$ cat src/rtl/irq_service_master.sv
`default_nettype none
// ============================================================================
// Module      : irq_service_master
// Description : APB requester that reads the interrupt handler's ISRA/ISRB
//               status, presents the highest-priority vector to the core and
//               clears the serviced bit with a write-1-to-clear transfer.
// Revision    : 1.0 - initial release
// ============================================================================
module irq_service_master #(
  parameter logic [7:0]  ISRA_ADDR = 8'h0B,
  parameter logic [7:0]  ISRB_ADDR = 8'h0C,
  parameter int unsigned TIMEOUT   = 16
) (
  input  logic       pclk,
  input  logic       preset,
  input  logic       intr,
  input  logic       nmi,
  output logic [7:0] paddr,
  output logic       psel,
  output logic       penable,
  output logic       pwrite,
  output logic [7:0] pwdata,
  input  logic [7:0] prdata,
  input  logic       pready,
  input  logic       pslverr,
  output logic       vec_valid,
  output logic [4:0] vec_id,
  input  logic       vec_ready,
  output logic       busy,
  output logic       err
);

  localparam logic [4:0] C_VEC_NMI      = 5'd16;
  localparam logic [4:0] C_VEC_SPURIOUS = 5'd31;
  localparam logic [7:0] C_TMO_LAST     = 8'(TIMEOUT - 1);

  typedef enum logic [2:0] {
    S_IDLE    = 3'd0,
    S_RDA_S   = 3'd1,
    S_RDA_A   = 3'd2,
    S_RDB_S   = 3'd3,
    S_RDB_A   = 3'd4,
    S_PRESENT = 3'd5,
    S_CLR_S   = 3'd6,
    S_CLR_A   = 3'd7
  } state_t;

  state_t      r_state;
  state_t      w_state_nxt;
  logic [4:0]  r_vec_id;
  logic [4:0]  w_vec_id_nxt;
  logic [7:0]  r_stat_a;
  logic [7:0]  r_wait_cnt;
  logic        r_err;

  logic        w_access;
  logic        w_done;
  logic        w_fail;
  logic        w_timeout;
  logic [15:0] w_stat;
  logic [4:0]  w_prio;
  logic [7:0]  w_clr_addr;

  assign w_access  = (r_state == S_RDA_A) || (r_state == S_RDB_A) ||
                     (r_state == S_CLR_A);
  assign w_done    = w_access && pready;
  assign w_fail    = w_done && pslverr;
  assign w_timeout = w_access && !pready && (r_wait_cnt == C_TMO_LAST);

  // ISRB arrives on the same cycle the decision is made, so it is taken
  // straight from the bus rather than from a register.
  assign w_stat = {prdata, r_stat_a};

  always_comb begin
    w_prio = C_VEC_SPURIOUS;
    for (int i = 15; i >= 0; i--) begin
      if (w_stat[i]) begin
        w_prio = 5'(i);
      end
    end
  end

  assign w_clr_addr = r_vec_id[3] ? ISRB_ADDR : ISRA_ADDR;

  always_ff @(posedge pclk) begin
    if (preset) begin
      r_state    <= S_IDLE;
      r_vec_id   <= 5'd0;
      r_stat_a   <= 8'd0;
      r_wait_cnt <= 8'd0;
      r_err      <= 1'b0;
    end else begin
      r_state  <= w_state_nxt;
      r_vec_id <= w_vec_id_nxt;
      if ((r_state == S_RDA_A) && w_done) begin
        r_stat_a <= prdata;
      end
      if (w_access && !pready) begin
        r_wait_cnt <= r_wait_cnt + 8'd1;
      end else begin
        r_wait_cnt <= 8'd0;
      end
      if (w_fail || w_timeout) begin
        r_err <= 1'b1;
      end
    end
  end

  always_comb begin
    w_state_nxt  = r_state;
    w_vec_id_nxt = r_vec_id;
    case (r_state)
      S_IDLE: begin
        if (nmi) begin
          w_state_nxt  = S_PRESENT;
          w_vec_id_nxt = C_VEC_NMI;
        end else if (intr) begin
          w_state_nxt = S_RDA_S;
        end
      end
      S_RDA_S: w_state_nxt = S_RDA_A;
      S_RDA_A: begin
        if (w_fail || w_timeout) begin
          w_state_nxt = S_IDLE;
        end else if (w_done) begin
          w_state_nxt = S_RDB_S;
        end
      end
      S_RDB_S: w_state_nxt = S_RDB_A;
      S_RDB_A: begin
        if (w_fail || w_timeout) begin
          w_state_nxt = S_IDLE;
        end else if (w_done) begin
          w_state_nxt  = S_PRESENT;
          w_vec_id_nxt = w_prio;
        end
      end
      S_PRESENT: begin
        if (vec_ready) begin
          // NMI and spurious vectors have no status bit to clear.
          w_state_nxt = r_vec_id[4] ? S_IDLE : S_CLR_S;
        end
      end
      S_CLR_S: w_state_nxt = S_CLR_A;
      S_CLR_A: begin
        if (w_done || w_timeout) begin
          w_state_nxt = S_IDLE;
        end
      end
      default: w_state_nxt = S_IDLE;
    endcase
  end

  always_comb begin
    paddr     = 8'd0;
    psel      = 1'b0;
    penable   = 1'b0;
    pwrite    = 1'b0;
    pwdata    = 8'd0;
    vec_valid = 1'b0;
    case (r_state)
      S_RDA_S, S_RDA_A: begin
        paddr   = ISRA_ADDR;
        psel    = 1'b1;
        penable = (r_state == S_RDA_A);
      end
      S_RDB_S, S_RDB_A: begin
        paddr   = ISRB_ADDR;
        psel    = 1'b1;
        penable = (r_state == S_RDB_A);
      end
      S_CLR_S, S_CLR_A: begin
        paddr   = w_clr_addr;
        psel    = 1'b1;
        penable = (r_state == S_CLR_A);
        pwrite  = 1'b1;
        pwdata  = 8'd1 << r_vec_id[2:0];
      end
      S_PRESENT: vec_valid = 1'b1;
      default: ;
    endcase
  end

  assign vec_id = r_vec_id;
  assign busy   = (r_state != S_IDLE);
  assign err    = r_err;

endmodule
`default_nettype wire
$ cat config.mk
export PLATFORM = sky130hd
export DESIGN_NAME = irq_service_master
export DESIGN_NICKNAME = d
export VERILOG_FILES = /design/src/rtl/irq_service_master.sv
export SDC_FILE = /design/constraint.sdc
export NUM_CORES = 1
export LEC_CHECK = 0
export CORE_MARGIN = 1
export CORE_UTILIZATION = 51
export CTS_CLUSTER_DIAMETER = 200
export CTS_CLUSTER_SIZE = 16
export DETAILED_ROUTE_END_ITERATION = 10
export PLACE_DENSITY = 0.85
export SLEW_MARGIN = 10
export SYNTH_ARGS = -nofsm -noshare
export SYNTH_HDL_FRONTEND = slang
export SYNTH_SLANG_ARGS = --single-unit
$ cat constraint.sdc
create_clock -name pclk -period 3.64 [get_ports pclk]
set_input_delay 0.728 -clock pclk [delete_from_list [all_inputs] [get_ports pclk]]
set_output_delay 0.728 -clock pclk [all_outputs]
set_load 0.01 [all_outputs]
# Word level (Yosys, flattened, before mapping)
# Cells that the tools add are included.
# totals
ff_bits	25
word_cells	81
# classes
n_mux	37
bitwise_logic	1
n_eq_ne	16
reduce_logical	20
addsub	1
shift	1
# op_table
op	count
5-bit 2-to-1 mux	19
3-bit 2-to-1 mux	10
3-bit one-hot mux with 8 select lines	1
3-bit == test, second input constant	4
4-bit one-hot mux with 3 select lines	1
5-bit one-hot mux with 2 select lines	1
8-bit by 1-bit adder with 8-bit output, second input constant	1
8-bit by 4-bit == test with 1-bit output, second input constant	1
8-bit 2-to-1 mux	1
2-bit != test, second input constant	4
2-bit OR reduction	4
1-bit by 3-bit << shifter with 8-bit output, first input constant	1
3-bit by 2-bit == test with 1-bit output, second input constant	2
3-bit by 2-bit != test with 1-bit output, second input constant	2
6-bit OR reduction	1
1-bit logical AND	5
5-bit AND reduction	1
1-bit logical OR	4
4-bit AND reduction	1
3-bit by 1-bit == test with 1-bit output, second input constant	1
3-bit logical NOT	1
1-bit 2-to-1 mux	3
3-bit != test, second input constant	1
1-bit one-hot mux with 3 select lines	1
other kinds (5)	5

# Logic depth before layout (Yosys ltp)
# depth
word_depth	19
depth_mapped	7
depth_no_buf	6

# Worst setup path after synthesis
# OpenSTA, ideal clock, no wires.
# synth_timing
path_type	flip-flop to output port
start	register r_state[1]
end	output port pwdata[0]
setup_slack_ns	1.579
stages_incl_launch_ff	5
arrival_time_ns	1.333
required_ns	2.912
cell_sequence	dfxtp_1 > clkbuf_1 > nand2_1 > or2_2 > nor3_1
# synth_via
elab_chain_len	3
elab_cells_between_ends	4
cone_classes	eq/ne: 2; mux: 1; reduce/logical: 1
# synth_rtl
element	line_no	text
from (decl)	48	state_t r_state;
from (signal assigned)	93	r_state <= w_state_nxt;
3-bit == test	161	case (r_state)
2-bit OR reduction (*)	161	
8-bit 2-to-1 mux (*)	161	
to (decl)	22	output logic [7:0] pwdata,
# Mark *: on every way between the ends. The rest lies on a longest branch, timed or not.

# Worst setup path in the final report
# layout_timing
start	register r_state[2]
end	output port pwdata[0]
# The elaborated chain is that of the path after synthesis.

==> impl_metrics.toml <==
[floorplanning]
ioPinCount = 42
die_w_um = 55.4
coreArea_mm2 = 0.00273
start_util_pct = 53.3
die_height_um = 55.4
row_count = 19
dieArea_mm2 = 0.00307

[power_and_ir_drop]
power.density_mw_per_mm2 = 616
leakage_nw = 0.695
ir_worst_vdd_mv = 0.507
finalPower_mw = 1.13

[layout]
final_cell_mix = "37 x clkdlybuf4s50_1, 36 x nor2_1, 25 x dfxtp_1"
multiInputGateArea_um2 = 873
fillers = 236
seqCellArea_um2 = 500
design_area_mm2 = 0.00183
n_antenna_cell = 0
fin_nets = 230
drive_above_1_share_pct = 6.57
final_common_cell = "clkdlybuf4s50_1"
area_growth_pct = 25.9

[logic_synthesis]
syn_area_per_cell_um2 = 8.00
yosysWarnings = 0
synthCells = 182
synth_area_mm2 = 0.00146
ys_types = 46
synth_edf_count = 0
ys.flop_type = "dfxtp_1"
ys_ff_latch = 25
async_reset_ff_share_pct = 0
synth_seq_area_share_pct = 34.4

[setup_path]
slowest_stage = "dfxtp_1"
cp_max_fo = 20
rr_worst_depth = 5
crit_buf_inv = 1
crit_arrival_ns = 2.36
end_kind = "primary output"
path_cells = "nand2_1, or2_2, nor3_1, clkdlybuf4s50_1"
crit_required_ns = 2.91
crit_path_max_incr_delay_ns = 0.76
worst-r2r-setup-slack_ns = 1.81
critPathLaunchType = "flop"
critPathKind = "flop to primary output"
rr_startpoint = "r_state[2]$_SDFFE_PP0P_"
timing.rr.end = "r_state[0]$_SDFFE_PP0P_"
critPathTopFamily = "flip-flops"

[sta]
rsz0062_at_grt = "no"
fin_worst_skew_ns = 0.00739
fmax_mhz = 324
slew_viol_final = 0
post-route-period-util_pct = 84.7
setup_tns_ns = 0
hold_ws_ns = 0.465
tightest_slew_ns = 0.647
finalSetupViolations = 0
finalHoldViolCount = 0
period_needed_ns = 3.08
relSlewSlack_pct = 56.7

[global_route]
antenna_found_initial = 0
grt_pass1_vias = 1245
track_usage_pct = 22.1
grt_max_degree = 21
grt_pass1_wl_mm = 5.57
gr-total-overflow = 0

[placement]
place_congestion = 0.857
hpwl_mm = 2.43
dpl_cell_area_mm2 = 0.00181
io_buffers = 37

[hold_path]
hold_end = "r_wait_cnt[0]$_SDFF_PP0_"
hold_start = "r_wait_cnt[0]$_SDFF_PP0_"
min_path_cells = 1
hold_class = "flop to flop"

[cts]
ctsLongestPathBuffers = 2
post_cts_buffers = 0
cts_tree = "done"
cts.root.buffer_cell = "clkbuf_4"
clock_latency_ns = 0.32
cts_made_buffers = 3
cts_resized = 0
clk_pin_slew_ns = 0.14
h-tree-depth = 1
hold_buffers = 0
clkSinkCount = 25

[detailed_routing]
drtAntennaViolNets = 0
dr.pass1.iters = 4
via_per_inst = 5.63
vias = 1374
drt_iter0_markers = 45
detail_route.wl_per_cell_um = 12.9
drc = 0
wl_mm = 3.16

[run]
cap_viol_max_count = 0

[run_status]
status = "finished clean"
-- logic make-up (layout without fill, tap and decap cells) --
| group | count (synthesis) | in the layout | synth area share [%] |
|---|---|---|---|
| AOI/OAI and AO/OA | 32 | 32 | 15.4 |
| muxes | 12 | 12 | 8.68 |
| and+or+nand+nor | 83 | 83 | 28.6 |
| xor gates and xnor gates | 9 | 9 | 5.41 |
| buffers and inverters | 19 | 47 | 6.44 |
| adders and majority gates | 1 | 1 | 0.859 |
| other | 1 | 4 | 0.257 |
| DFF | 25 | 25 | 34.4 |
-- power breakdown --
part           internal, mW  total (mW)  switching (mW)
clock network        0.0412       0.126          0.0843
registers             0.310       0.394          0.0838
logic                 0.327       0.609           0.281
-- stage by stage --
stage | setup WS (ns) | instances | util [%]
2_1_floorplan | 1.58 | 185 | -
3_3_place_gp | 0.995 | 240 | 66.0
3_5_place_dp | 0.937 | 240 | 66.0
4_1_cts | 0.566 | 244 | 67.0
5_1_grt | 0.396 | 244 | 67.0
6_report | 0.556 | 244 | 67.0
-- cell type report --
type / instances / share of cell area [%]
repair buffers: 37 / 20.2
well taps: 31 / 2.12
flip-flops and latches: 25 / 27.3
clock buffers: 3 / 1.23
clock inverters: 1 / 0.273
multi-input cells: 141 / 47.6
inverters: 6 / 1.23
-- layer usage --
layer | global-route usage (%) | vias up | wire, µm
li1 | - | 684 | -
met1 | 28.4 | 635 | 1390
met2 | 38.0 | 48 | 1560
met3 | 2.81 | 7 | 165
met4 | 7.86 | 0 | 46
met5 | 0 | - | 0
-- worst max-delay path by stage --
stage	start	end	slack (ns)	cells past startpoint
after global routing	r_state[2]$_SDFFE_PP0P_	pwdata[1]	0.40	5
after detailed placement	r_state[2]$_SDFFE_PP0P_	pwdata[0]	0.94	4
final	r_state[2]$_SDFFE_PP0P_	pwdata[0]	0.56	4
after CTS	r_state[2]$_SDFFE_PP0P_	pwdata[0]	0.57	4
after floorplan	r_state[1]$_SDFFE_PP0P_	pwdata[0]	1.58	4
after global placement	r_state[2]$_SDFFE_PP0P_	pwdata[0]	0.99	4
-- flip-flops by register name, indices dropped and copies added (netlist names) --
signal / flops
r_stat_a: 8
r_wait_cnt: 8
vec_id: 5
r_state: 3
err: 1
-- Yosys cell counts (4+ instances only) --
| cell | instances | area [µm²] |
|---|---|---|
| nor3_1 | 4 | 20.0 |
| nor2b_1 | 4 | 25.0 |
| xnor2_1 | 6 | 52.6 |
| dfxtp_1 | 25 | 500 |
| inv_1 | 6 | 22.5 |
| nand2b_1 | 6 | 37.5 |
| and3_1 | 4 | 25.0 |
| mux2i_1 | 10 | 100 |
| nand2_1 | 15 | 56.3 |
| a21oi_1 | 12 | 60.1 |
| o31ai_1 | 4 | 30.0 |
| nor2_1 | 36 | 135 |
| buf_4 | 5 | 37.5 |
Note: power is estimated with default switching activity, not from simulation.
